File: src/rtl/scratch_mem_arbiter.sv
// Round-robin owner arbiter and port mux for the shared polynomial scratch RAMs.
// Optional watchdog on ownership length: define SCRATCH_ARB_WATCHDOG_EN.

module scratch_arb_lane #(
    parameter int AW = 11,
    parameter int DW = 13
) (
    input  logic          sel,
    input  logic          we_en,
    input  logic [AW-1:0] rd_addr,
    input  logic [AW-1:0] wr_addr,
    input  logic [DW-1:0] wr_data,
    input  logic          we,
    output logic [AW-1:0] rd_addr_m,
    output logic [AW-1:0] wr_addr_m,
    output logic [DW-1:0] wr_data_m,
    output logic          we_m
);
    assign rd_addr_m = sel ? rd_addr : '0;
    assign wr_addr_m = sel ? wr_addr : '0;
    assign wr_data_m = sel ? wr_data : '0;
    assign we_m      = sel & we_en & we;
endmodule

module scratch_mem_arbiter #(
    parameter int NREQ      = 2,
    parameter int AW        = 11,
    parameter int DW        = 13,
    parameter int WD_CYCLES = 4096
) (
    input  logic               clk,
    input  logic               rst,
    input  logic [NREQ-1:0]    req,
    input  logic [NREQ-1:0]    rel,
    output logic [NREQ-1:0]    gnt,
    output logic               busy,
    output logic [2:0]         owner,
    input  logic [NREQ*AW-1:0] rd_addr_i,
    input  logic [NREQ*AW-1:0] wr_addr_i,
    input  logic [NREQ*DW-1:0] wr_data_i,
    input  logic [NREQ-1:0]    we_i,
    output logic [AW-1:0]      mem_rd_addr,
    output logic [AW-1:0]      mem_wr_addr,
    output logic [DW-1:0]      mem_wr_data,
    output logic               mem_we,
    output logic               wd_timeout
);
    localparam int PW = (NREQ > 1) ? $clog2(NREQ) : 1;

    typedef enum logic [1:0] {IDLE, OWN, DRAIN} state_t;

    state_t          state;
    logic [PW-1:0]   own_q, ptr_q, pick, ptr_nxt;
    logic [NREQ-1:0] pick_oh;
    logic            pick_vld;
    logic            own_rel;
    logic            wd_hit;

    // First pending requester at or after ptr, wrapping.
    always_comb begin
        int cand;
        cand     = 0;
        pick     = '0;
        pick_oh  = '0;
        pick_vld = 1'b0;
        for (int i = 0; i < NREQ; i++) begin
            cand = int'(ptr_q) + i;
            if (cand >= NREQ) cand = cand - NREQ;
            if (!pick_vld && req[cand]) begin
                pick_vld      = 1'b1;
                pick          = PW'(cand);
                pick_oh[cand] = 1'b1;
            end
        end
    end

    assign ptr_nxt = (pick == PW'(NREQ - 1)) ? '0 : pick + 1'b1;
    assign own_rel = rel[own_q];
    assign busy    = (state != IDLE);
    assign owner   = 3'(own_q);

    always_ff @(posedge clk or posedge rst) begin
        if (rst) begin
            state <= IDLE;
            own_q <= '0;
            ptr_q <= '0;
            gnt   <= '0;
        end else begin
            case (state)
                IDLE: if (pick_vld) begin
                    state <= OWN;
                    own_q <= pick;
                    ptr_q <= ptr_nxt;
                    gnt   <= pick_oh;
                end
                OWN: if (own_rel || wd_hit) begin
                    state <= DRAIN;
                    gnt   <= '0;
                end
                DRAIN: state <= IDLE;
                default: begin
                    state <= IDLE;
                    gnt   <= '0;
                end
            endcase
        end
    end

`ifdef SCRATCH_ARB_WATCHDOG_EN
    localparam int WCW = AW + 2;
    logic [WCW-1:0] wd_cnt;

    assign wd_hit = (state == OWN) && (wd_cnt == WCW'(WD_CYCLES - 1));

    // Counter only advances while ownership continues; any transition clears it.
    always_ff @(posedge clk or posedge rst) begin
        if (rst) begin
            wd_cnt     <= '0;
            wd_timeout <= 1'b0;
        end else begin
            wd_timeout <= wd_hit && !own_rel;
            if (state == OWN && !own_rel && !wd_hit) wd_cnt <= wd_cnt + 1'b1;
            else                                     wd_cnt <= '0;
        end
    end
`else
    logic unused_cfg;
    assign unused_cfg = ^WD_CYCLES;
    assign wd_hit     = 1'b0;
    assign wd_timeout = 1'b0;
`endif

    logic [NREQ-1:0]         sel;
    logic [NREQ-1:0][AW-1:0] rd_m, wr_m;
    logic [NREQ-1:0][DW-1:0] wd_m;
    logic [NREQ-1:0]         we_m;
    logic                    we_en;

    // DRAIN keeps the owner's addresses on the RAM but blocks writes.
    assign we_en = (state == OWN);

    for (genvar g = 0; g < NREQ; g++) begin : g_lane
        assign sel[g] = (state != IDLE) && (own_q == PW'(g));
        scratch_arb_lane #(.AW(AW), .DW(DW)) u_lane (
            .sel       (sel[g]),
            .we_en     (we_en),
            .rd_addr   (rd_addr_i[g*AW +: AW]),
            .wr_addr   (wr_addr_i[g*AW +: AW]),
            .wr_data   (wr_data_i[g*DW +: DW]),
            .we        (we_i[g]),
            .rd_addr_m (rd_m[g]),
            .wr_addr_m (wr_m[g]),
            .wr_data_m (wd_m[g]),
            .we_m      (we_m[g])
        );
    end

    always_comb begin
        mem_rd_addr = '0;
        mem_wr_addr = '0;
        mem_wr_data = '0;
        mem_we      = 1'b0;
        for (int k = 0; k < NREQ; k++) begin
            mem_rd_addr |= rd_m[k];
            mem_wr_addr |= wr_m[k];
            mem_wr_data |= wd_m[k];
            mem_we      |= we_m[k];
        end
    end
endmodule

File: config.mk
export PLATFORM = sky130hd
export DESIGN_NAME = scratch_mem_arbiter
export DESIGN_NICKNAME = d
export VERILOG_FILES = /design/src/rtl/scratch_mem_arbiter.sv
export SDC_FILE = /design/constraint.sdc
export NUM_CORES = 1
export LEC_CHECK = 0
export BUFFER_PORTS_ARGS = -buffer_cell sky130_fd_sc_hd__buf_2
export CAP_MARGIN = 20
export CORE_MARGIN = 4
export CORE_UTILIZATION = 35
export DETAILED_ROUTE_END_ITERATION = 6
export GPL_TIMING_DRIVEN = 0
export PLACE_DENSITY = 0.81
export SLEW_MARGIN = 20
export SYNTH_ARGS = -nofsm -noshare
export SYNTH_HDL_FRONTEND = slang
export SYNTH_HIERARCHICAL = 1
export SYNTH_SLANG_ARGS = --single-unit
File: constraint.sdc
create_clock -name clk -period 2.1 [get_ports clk]
set_clock_uncertainty 0.1 [all_clocks]
set_input_delay 0.63 -clock clk [delete_from_list [all_inputs] [get_ports clk]]
set_output_delay 0.63 -clock clk [all_outputs]
set_load 0.05 [all_outputs]
== Word-level counts from Yosys, hierarchy flattened ==
Cells that the tools add are included.

* Add/sub/neg operators: 4
* Magnitude comparators: 7
* Equality and inequality tests: 4
* Muxes and demuxes: 33
* Bitwise operators: 11
* Reduce and logical (&&, ||, !) cells: 11

{| class="wikitable"
|+ Operator list
! operator !! number
|-
| 32-bit by 1-bit >= comparator with 1-bit output (second input constant) || 2
|-
| 32-bit by 3-bit less-than comparator with 1-bit output (second input constant) || 2
|-
| 32-bit 2-to-1 mux || 2
|-
| 11-bit 2-to-1 mux || 4
|-
| 13-bit 2-to-1 mux || 2
|-
| 11-bit OR || 2
|-
| 1-bit 2-to-1 mux || 15
|-
| 13-bit OR || 1
|-
| 2-bit 2-to-1 mux || 6
|-
| 2-bit case mux with 3 select lines || 1
|-
| 1-bit logical AND || 5
|-
| 1-bit AND || 4
|-
| 2-bit inequality test (second input constant) || 2
|-
| 2-bit case mux with 2 select lines || 1
|-
| 2-bit AND reduction || 2
|-
| 3-bit AND reduction || 1
|-
| 1-bit by 2-bit subtractor with 3-bit output (second input constant) || 1
|-
| 2-bit by 2-bit subtractor with 3-bit output (second input constant) || 1
|-
| 1-bit by 1-bit adder with 2-bit output (second input constant) || 1
|-
| 1-bit demux with 1-bit select || 2
|-
| 2-bit by 1-bit equality test with 1-bit output (second input constant) || 1
|-
| 2-bit equality test (second input constant) || 1
|-
| 1-bit by 2-bit >= comparator with 1-bit output (second input constant) || 1
|-
| 2-bit >= comparator (second input constant) || 1
|-
| 8 further kinds || 9
|}

* Bits in registers: 6
* Logic and storage cells: 74

== Logic depth before layout (Yosys ltp) ==
Gate-level depths: netlist (run 1).

* Depth after elaboration: 11
* Depth in mapped cells: 5
* Gate-level depth less buffers: 4

== Hierarchy ==
Netlist (run 1), hierarchy kept.

{| class="wikitable"
|+ By module, submodules not included
! module !! instances !! cells an instance !! area each (um2) !! sequential area each (um2)
|-
| scratch_arb_lane || 2 || 39 || 285.3 || 0.0
|-
| scratch_mem_arbiter || 1 || 73 || 556.8 || 150.1
|}

== Worst setup path before layout (run 1) ==
OpenSTA, ideal clock, no wires.

* Kind: register to output
* Start: reg state[1]
* End: out mem_rd_addr[0]
* Arrival: 1.486 ns
* Required time: 1.370 ns
* Setup slack: -0.116 ns
* Cell stages (with the launch flop): 6
* Path buffers: 1
* Path through: dfrtp_1 nor2_2 nor2b_1 clkbuf_2 and2_2 or2_1

{| class="wikitable"
|+ RTL lines
! item !! RTL line !! source
|-
| start, declared || 52 || <nowiki>state_t state;</nowiki>
|-
| start signal, assigned || 84 || <nowiki>state <= IDLE;</nowiki>
|-
| start signal, assigned || 91 || <nowiki>state <= OWN;</nowiki>
|-
| start signal, assigned || 97 || <nowiki>state <= DRAIN;</nowiki>
|-
| end, declared || 42 || <nowiki>output logic [AW-1:0] mem_rd_addr,</nowiki>
|}

==> out/qor.yml, run 1 <==
status:
  status: "finished, violations left"
  violations: "negative setup slack"
clock_network:
  clock_latency_ns: 0.24
  clockBufferDepth: 2
  clkTransAtPathRegs_ns: 0.04
  cts_num_sinks: 6
  cts_root_buffer: "clkbuf_4"
  cts-htree-levels: 1
  cts_made_buffers: 3
  cts_tree: "done"
synth:
  syn_avg_cell_area_um2: 7.47
  synth-compound-area-share_pct: 3.77
  synth-async-reset-ratio_pct: 100
  yosysTopAreaCellShare_pct: 46.6
  yosysWarnings: 6
  synth_cell_types: 22
  synth_top_area_cell: "and2_2"
  yosysSeqAreaShare_pct: 13.3
  synthFlopType: "dfrtp_1"
  synth_top_family_by_area: "simple AND/OR/NAND/NOR gates"
  ys_top_cells_by_area: "and2_2 (47%), or2_1 (20%), dfrtp_1 (13%)"
  synth_common_cells: "and2_2 (70), or2_1 (36), clkbuf_2 (6), dfrtp_1 (6), inv_1 (6)"
  synth_fa_ha_area_share_pct: 0
  synth_area_um2: 1130
  syn_inst: 151
  synth-edff-count: 0
  yosysMostFrequentCell: "and2_2"
  synthMuxAreaShare_pct: 1.78
  ys_ff_latch: 6
  synthSimpleGateAreaFrac_pct: 73.5
  synth_xor_xnor_area_share_pct: 0
pwr:
  pwr-share-seq_pct: 5.0
  powerDensity_nw_per_um2: 2060
  power.clock.fraction_pct: 2.3
  power.switching_mw: 2.50
  swShare_pct: 53.0
  ir_drop_mv: 0.982
  p_leak_nw: 1.26
  p_comb_share_pct: 92.7
  p_int_mw: 2.21
finish:
  fillCellCount: 246
  multi_input_area_um2: 1020
  seqCellArea_um2: 154
  fin_nets: 362
  diodes: 0
  syn_to_final_growth_pct: 103
  final_cells: 326
  fin_area_um2: 2280
  drive_gt1_share_pct: 88.7
worst_setup_path:
  worstPathRequired_ns: 1.37
  cp_max_fo: 10
  worstSetupPathType: "reg -> out"
  cp-end-kind: "primary output"
  startpoint_type: "flip-flop"
  worstPathArrival_ns: 1.66
  r2r_cells: 5
floorplan:
  start_util_pct: 36.6
  io_pins: 121
  die_y_um: 64.8
  core_um2: 3080
  die_w_um: 64.8
  rows: 20
  fp.dieArea_um2: 4190
placed_design:
  placed_cell_area_um2: 1850
  portBuffers: 117
  gp_congestion: 0.713
  hpwl_um: 3170
  dp.cells: 314
routing:
  num_vias: 1461
  drt_first_iter_violations: 60
  via_per_inst: 4.48
  drt-pass1-iter-count: 4
  postRouteWirelength_um: 4530
  drc: 0
  routedWlPerCell_um: 13.9
  drtAntennaViolNets: 0
timing:
  min_period_over_period_pct: 114
  max_clock_freq_mhz: 419
  final.min_clock_period_ns: 2.39
  rsz0062_at_grt: "yes"
  setup_violations: 36
  maxSlewViolCount: 0
  hold_viol: 0
  finalWorstSetupSlack_ns: -0.286
hold_path:
  hold_class: "in -> async"
global_routing:
  gr-usage-all-layers_pct: 21.0
  grt_antenna_before_repair: 0
  first_global_vias: 1467
  grt_pass1_wl_um: 6960
  globalRouteOverflowTotal: 0
  grt_max_degree: 11
run:
  maxCapViolations: 0
[worst max-delay path, stage by stage (launching register included)]
cell and delay (ns):
dfrtp_2 0.41, nor2_4 0.19, nor2b_4 0.09, buf_8 0.14, and2_2 0.17, or2_4 0.25
buf_6 0.15
[cell families (layout without fill, tap and decap cells)]
group | after synthesis | count (layout)
multiplexers | 2 | 2
buffers and inverters | 16 | 144
AND/OR/NAND/NOR | 119 | 120
flip-flops | 6 | 6
other | 1 | 3
AO/OA/AOI/OAI | 7 | 7
[layer usage]
layer	global-route usage, %	share of wire, %	wire length [µm]	vias to the layer above
li1	-	-	-	716
met1	21.3	36	1620	669
met2	41.6	54	2470	69
met3	5.37	8.3	378	7
met4	5.01	1.3	57	0
met5	0	0	0	-
[power by group through the flow]
stage | registers (mW) | clock network (mW) | logic [mW]
floorplan | 0.268 | 0 | 2.72
global placement | 0.229 | 0 | 3.31
finish | 0.238 | 0.107 | 4.37
global route | 0.246 | 0.124 | 4.58
CTS | 0.235 | 0.108 | 4.12
detailed placement | 0.231 | 0 | 3.34
[final cells by class]
class                           count  share of cell area (%)
Timing Repair Buffer              125                    38.9
Sequential cell                     6                    6.74
Tap cell                           44                    2.41
Clock buffer                        3                   0.986
Inverter                            6                   0.986
Multi-Input combinational cell    132                    44.7
Buffer                             10                    5.26
[metrics by stage]
step	hold slack, ns	setup slack, ns	util [%]	power (mW)	setup TNS [ns]
finish	0.193	-0.286	74.2	4.71	-9.46
global route	0.191	-0.347	74.2	4.95	-11.66
CTS	0.200	-0.290	71.5	4.46	-9.27
detailed placement	0.394	-0.383	60.2	3.58	-12.08
global placement	0.387	-0.420	60.2	3.54	-13.54
floorplan	0.321	0.00767	-	2.99	0
[layout by cell type, fill, tap and decap left out, types with 3 or more instances in the layout]
cell      count
buf_2        81
and2_2       63
buf_6        35
or2_4        31
buf_4        10
buf_8         9
and2_4        7
inv_1         6
or2_1         5
nand2_1       4
dfrtp_1       3
conb_1        3
clkbuf_4      3
dfrtp_2       3
[timing repair]
action / in CTS / in global routing
gates cloned: 0 / 1
hold buffers: 0 / 0
pin swaps: 1 / 7
gates resized for setup: 92 / 21
setup endpoints to repair: 36 / 36
setup buffers: 3 / 5
[path summary, 6_finish.rpt]
| path | from | end | slack [ns] |
|---|---|---|---|
| min in group clk | flip-flop | flip-flop | 0.40 |
| hold reg to reg | flip-flop | flip-flop | 0.40 |
| setup / recovery | state[1]$_DFFE_PP0P_ | mem_wr_addr[4] | -0.29 |
| setup reg to reg | state[1]$_DFFE_PP0P_ | gnt[1]$_DFFE_PP0P_ | 0.76 |
| max in group asynchronous | rst | own_q$_DFFE_PP0P_ | 1.49 |
| hold / removal | rst | asynchronous set/reset pin | 0.19 |
No activity file was read; power rests on OpenSTA's default activity.
==> run 2, diff against run 1 <==
--- a/config.mk
+++ b/config.mk
@@ -5,10 +5,11 @@
 export SDC_FILE = /design/constraint.sdc
 export NUM_CORES = 1
 export LEC_CHECK = 0
+export ABC_AREA = 1
 export BUFFER_PORTS_ARGS = -buffer_cell sky130_fd_sc_hd__buf_2
 export CAP_MARGIN = 20
 export CORE_MARGIN = 4
-export CORE_UTILIZATION = 35
+export CORE_UTILIZATION = 36
 export DETAILED_ROUTE_END_ITERATION = 6
 export GPL_TIMING_DRIVEN = 0
 export PLACE_DENSITY = 0.81
==> out/qor.yml, run 2 <==
timing:
  hold_slack_ns: 0.196
  hold_viol: 0
  setup_violations: 36
  final.min_clock_period_ns: 2.41
  max_clock_freq_mhz: 415
  rsz0062_at_grt: "yes"
  finalSetupTns_ns: -8.62
  finalWorstSetupSlack_ns: -0.310
  maxSlewViolCount: 0
  min_period_over_period_pct: 115
pwr:
  ir_drop_mv: 1.08
  power.clock.fraction_pct: 2.2
  powerDensity_nw_per_um2: 1980
  pwr-share-seq_pct: 4.7
  p_comb_share_pct: 93.0
  power.switching_mw: 2.64
  power_mw: 4.69
  swShare_pct: 56.1
  p_int_mw: 2.06
  p_leak_nw: 1.82
routing:
  drt_first_iter_violations: 126
  drtAntennaViolNets: 0
  drt-pass1-iter-count: 4
  routedWlPerCell_um: 12.1
  drt-met1-wl_um: 1590
  highest_layer: "met4"
  via_per_inst: 4.30
  postRouteWirelength_um: 5020
  met3_length_um: 580
  wl_met2_um: 2680
  drc: 0
  num_vias: 1785
worst_setup_path:
  cp-end-kind: "primary output"
  startpoint_type: "flip-flop"
  r2r_cells: 6
  worstSetupPathType: "reg -> out"
  cp_max_fo: 10
  worstPathArrival_ns: 1.68
  worstPathRequired_ns: 1.37
  rrSetupSlack_ns: 0.85
  r2r_start: "state[1]$_DFFE_PP0P_"
placed_design:
  hpwl_um: 3190
  gp_congestion: 0.768
  portBuffers: 117
synth:
  syn_avg_cell_area_um2: 5.03
  synthSimpleGateAreaFrac_pct: 51.2
  synth_top_area_cell: "nand2_1"
  synth-async-reset-ratio_pct: 100
  synth_fa_ha_area_share_pct: 0
  syn_inst: 242
  synth_common_cells: "nand2_1 (87), inv_1 (82), or2_2 (36)"
  yosysTopAreaCellShare_pct: 26.8
  yosysSeqAreaShare_pct: 12.3
  synthFlopType: "dfrtp_1"
  yosysWarnings: 6
  synth-compound-area-share_pct: 1.64
  ys_ff_latch: 6
  synth_cell_types: 14
  yosysMostFrequentCell: "nand2_1"
  synth_area_um2: 1220
  synthMuxAreaShare_pct: 0
  ys_top_cells_by_area: "nand2_1 (27%), inv_1 (25%), or2_2 (18%)"
  synth_top_family_by_area: "simple AND/OR/NAND/NOR gates"
  synth-edff-count: 0
  synth_xor_xnor_area_share_pct: 0
floorplan:
  core_um2: 3150
  rows: 20
  die_y_um: 66.2
  fp.dieArea_um2: 4380
  io_pins: 121
  die_w_um: 66.2
  start_util_pct: 38.6
finish:
  final_cell_mix: "inv_1 (82), buf_2 (82), nand2_1 (77)"
  diodes: 0
  syn_to_final_growth_pct: 94.7
  drive_gt1_share_pct: 51.2
  fin_nets: 451
clock_network:
  clkTransAtPathRegs_ns: 0.04
  cts-htree-levels: 1
  hold_buffers: 0
  cts_made_buffers: 3
  clockBufferDepth: 2
  cts_num_sinks: 6
  clock_latency_ns: 0.24
  cts_tree: "done"
  cts_root_buffer: "clkbuf_4"
hold_path:
  hold_class: "in -> async"
run:
  maxCapViolations: 0
global_routing:
  grt_max_degree: 11
  gr-usage-all-layers_pct: 19.5
  globalRouteOverflowTotal: 0
  grt_pass1_wl_um: 6830
  grt_antenna_before_repair: 0
  first_global_vias: 1644
status:
  violations: "negative setup slack"
  status: "finished, violations left"
-- run 2: cell count changes after synthesis, sizes merged, moves of 6 or more --
| cell | before | now |
|---|---|---|
| inv | 6 | 82 |
| and2 | 70 | 0 |
| buf | 4 | 12 |
| clkbuf | 6 | 0 |
| nand2 | 4 | 89 |
| nor2 | 2 | 9 |
-- run 2: cells by family after synthesis --
group | count (synthesis)
DFF | 6
and+or+nand+nor | 137
AOI/OAI and AO/OA | 4
buffers and inverters | 94
other | 1
-- run 2: metrics by stage --
step	worst slack (ns)	instances	utilization, %	instance area, µm²
final	-0.310	415	75.2	2370
after global routing	-0.389	415	75.2	2370
after CTS	-0.310	413	68.7	2160
after detailed placement	-0.194	405	59.2	1870
after global placement	-0.171	405	59.2	1870
after floorplan	0.00634	244	-	1220
-- run 2: area by class of cell --
cell class	instances	area (µm²)
Multi-Input combinational cell	144	737
Buffer	12	135
Fill cell	241	783
Sequential cell	6	150
Tap cell	44	55.1
Inverter	82	308
Timing Repair Buffer	124	962
Clock buffer	3	22.5
-- run 2: timing repair --
action / CTS / global route
pin swaps: 1 / 1
resized for setup: 78 / 61
setup buffers: 4 / 2
setup endpoints to repair: 36 / 36
cloned: 1 / 0
-- run 2: worst max path at each step --
stage | start | end | cells past startpoint
after floorplan | state[0]$_DFFE_PP0P_ | mem_rd_addr[0] | 7
after global placement | state[1]$_DFFE_PP0P_ | mem_rd_addr[1] | 8
after detailed placement | state[1]$_DFFE_PP0P_ | mem_wr_data[5] | 8
after CTS | state[0]$_DFFE_PP0P_ | mem_wr_data[3] | 8
after global routing | state[1]$_DFFE_PP0P_ | mem_rd_addr[7] | 8
final | state[1]$_DFFE_PP0P_ | mem_rd_addr[7] | 8
-- run 2: power groups by stage --
| stage | combinational, mW | clock, mW | sequential [mW] |
|---|---|---|---|
| final | 4.37 | 0.105 | 0.221 |
| after global routing | 4.62 | 0.125 | 0.228 |
| after CTS | 3.80 | 0.111 | 0.221 |
| after detailed placement | 3.15 | 0 | 0.225 |
| after global placement | 3.13 | 0 | 0.223 |
| after floorplan | 2.50 | 0 | 0.277 |
-- run 2: layer usage --
| layer | vias up | track usage, % |
|---|---|---|
| met1 | 759 | 20.4 |
| met4 | 0 | 7.87 |
| met5 | - | 0 |
| met3 | 22 | 4.08 |
| li1 | 896 | - |
| met2 | 108 | 37.1 |
-- run 2: critical path, stage by stage (launching register included) --
cell	delay [ns]
dfrtp_1	0.40
nor2_4	0.14
nor2_2	0.06
buf_6	0.13
buf_8	0.14
nand2_1	0.07
inv_1	0.04
or2_2	0.30
buf_6	0.16
==> run 3, diff against run 2 <==
--- a/config.mk
+++ b/config.mk
@@ -6,7 +6,7 @@
 export NUM_CORES = 1
 export LEC_CHECK = 0
 export ABC_AREA = 1
-export BUFFER_PORTS_ARGS = -buffer_cell sky130_fd_sc_hd__buf_2
+export BUFFER_PORTS_ARGS = -buffer_cell sky130_fd_sc_hd__buf_4
 export CAP_MARGIN = 20
 export CORE_MARGIN = 4
 export CORE_UTILIZATION = 36
==> constraint.sdc (replaced) <==
create_clock -name clk -period 2.5 [get_ports clk]
set_clock_uncertainty 0.1 [all_clocks]
set_input_delay 0.75 -clock clk [delete_from_list [all_inputs] [get_ports clk]]
set_output_delay 0.75 -clock clk [all_outputs]
set_load 0.05 [all_outputs]
==> out/qor.yml, run 3 (same netlist as run 2, synthesis figures left out) <==
worst_setup_path:
  worstPathArrival_ns: 1.76
  worstPathRequired_ns: 1.65
  cp-end-kind: "primary output"
  r2r_cells: 5
  cp_num_buf_inv: 4
  startpoint_type: "flip-flop"
  cp_max_fo: 8
  critPathTopFamily: "simple AND/OR/NAND/NOR gates"
  crit_chain: "nor2_4 > nor2_4 > buf_12 > clkbuf_16 > nand2_1 > inv_1 > or2_4 > buf_8"
  cpMostUsedCell: "nor2_4"
  critical-path-max-stage-delay_ns: 0.41
  cp.depth: 8
  worstSetupPathType: "reg -> out"
  rrSetupSlack_ns: 1.22
  slowest_stage: "dfrtp_1"
floorplan:
  core_um2: 3150
  start_util_pct: 38.6
  die_y_um: 66.2
  die_w_um: 66.2
  rows: 20
  fp.dieArea_um2: 4380
  io_pins: 121
routing:
  drt_first_iter_violations: 88
  num_vias: 1878
  drc: 0
  postRouteWirelength_um: 6200
  via_per_inst: 4.55
  routedWlPerCell_um: 15.0
  drtAntennaViolNets: 0
  drt-pass1-iter-count: 4
finish:
  fin_nets: 449
  final_core_util_pct: 85.8
  syn_to_final_growth_pct: 122
  layout_commonest_cell: "buf_4"
  diodes: 0
  drive_gt1_share_pct: 58.5
  final_cell_mix: "buf_4 (87), inv_1 (71), nand2_1 (62)"
clock_network:
  cts-htree-levels: 1
  clockBufferDepth: 2
  cts_root_buffer: "clkbuf_4"
  clkTransAtPathRegs_ns: 0.05
  hold_buffers: 0
  cts_num_sinks: 6
  cts_tree: "done"
  clock_latency_ns: 0.25
  cts_made_buffers: 3
pwr:
  ir_drop_mv: 0.957
  p_leak_nw: 1.89
  powerDensity_nw_per_um2: 1610
  power_mw: 4.37
timing:
  min_period_over_period_pct: 104
  maxSlewViolCount: 0
  max_clock_freq_mhz: 384
  rsz0062_at_grt: "yes"
  finalWorstSetupSlack_ns: -0.105
  hold_viol: 0
  setup_violations: 32
  finalSetupTns_ns: -1.45
  final.min_clock_period_ns: 2.61
status:
  status: "finished, violations left"
  violations: "negative setup slack"
hold_path:
  hold_class: "in -> async"
global_routing:
  globalRouteOverflowTotal: 0
  grt_max_degree: 11
  first_global_vias: 1605
  gr-usage-all-layers_pct: 19.8
  grt_antenna_before_repair: 0
  grt_pass1_wl_um: 6830
placed_design:
  portBuffers: 117
  gp_congestion: 0.744
  hpwl_um: 3670
  dpl_worst_slack_ns: 0.106
run:
  maxCapViolations: 0
==> run 3: area by class of cell <==
cell class	instances	area (µm²)
fill	166	448
inverter	82	308
clock buffer	3	22.5
buffer	11	129
multi-input combinational	144	815
sequential	6	151
timing repair buffer	123	1220
tap	44	55.1
==> run 3: metrics by stage <==
| stage | hold slack [ns] | area [µm²] | instances |
|---|---|---|---|
| 2_1_floorplan | 0.407 | 1220 | 244 |
| 3_3_place_gp | 0.369 | 2160 | 405 |
| 3_5_place_dp | 0.365 | 2160 | 405 |
| 4_1_cts | 0.318 | 2320 | 410 |
| 5_1_grt | 0.332 | 2710 | 413 |
| 6_report | 0.314 | 2710 | 413 |
==> run 3: power by group <==
part	leakage [nW]	total (mW)	internal [mW]	switching (mW)
Sequential	0.0742	0.193	0.145	0.0472
Combinational	1.80	4.08	1.78	2.30
Clock	0.0138	0.0965	0.0548	0.0417
==> run 3: worst paths after layout <==
kind,to,start
setup / recovery,mem_wr_addr[5],state[1]$_DFFE_PP0P_
hold reg to reg,gnt[1]$_DFFE_PP0P_,gnt[1]$_DFFE_PP0P_
max in group asynchronous,own_q$_DFFE_PP0P_,rst
setup reg to reg,flip-flop,state[1]$_DFFE_PP0P_
hold / removal,state[0]$_DFFE_PP0P_,rst
min in group clk,gnt[1]$_DFFE_PP0P_,gnt[1]$_DFFE_PP0P_
==> run 3: routing by layer <==
| layer | up-vias | GRT usage [%] | part of all wire (%) |
|---|---|---|---|
| met5 | - | 0 | 0 |
| met4 | 0 | 6.35 | 5.0 |
| met3 | 31 | 5.27 | 8.8 |
| met2 | 97 | 39.3 | 52 |
| met1 | 858 | 19.3 | 35 |
| li1 | 892 | - | - |
==> run 3: repair_timing <==
item	CTS	global route
endpoints found under the hold margin	0	0
gates resized for setup	36	111
gates cloned	1	3
setup buffers	2	0
pin swaps	1	4
endpoints found under the setup margin	36	36
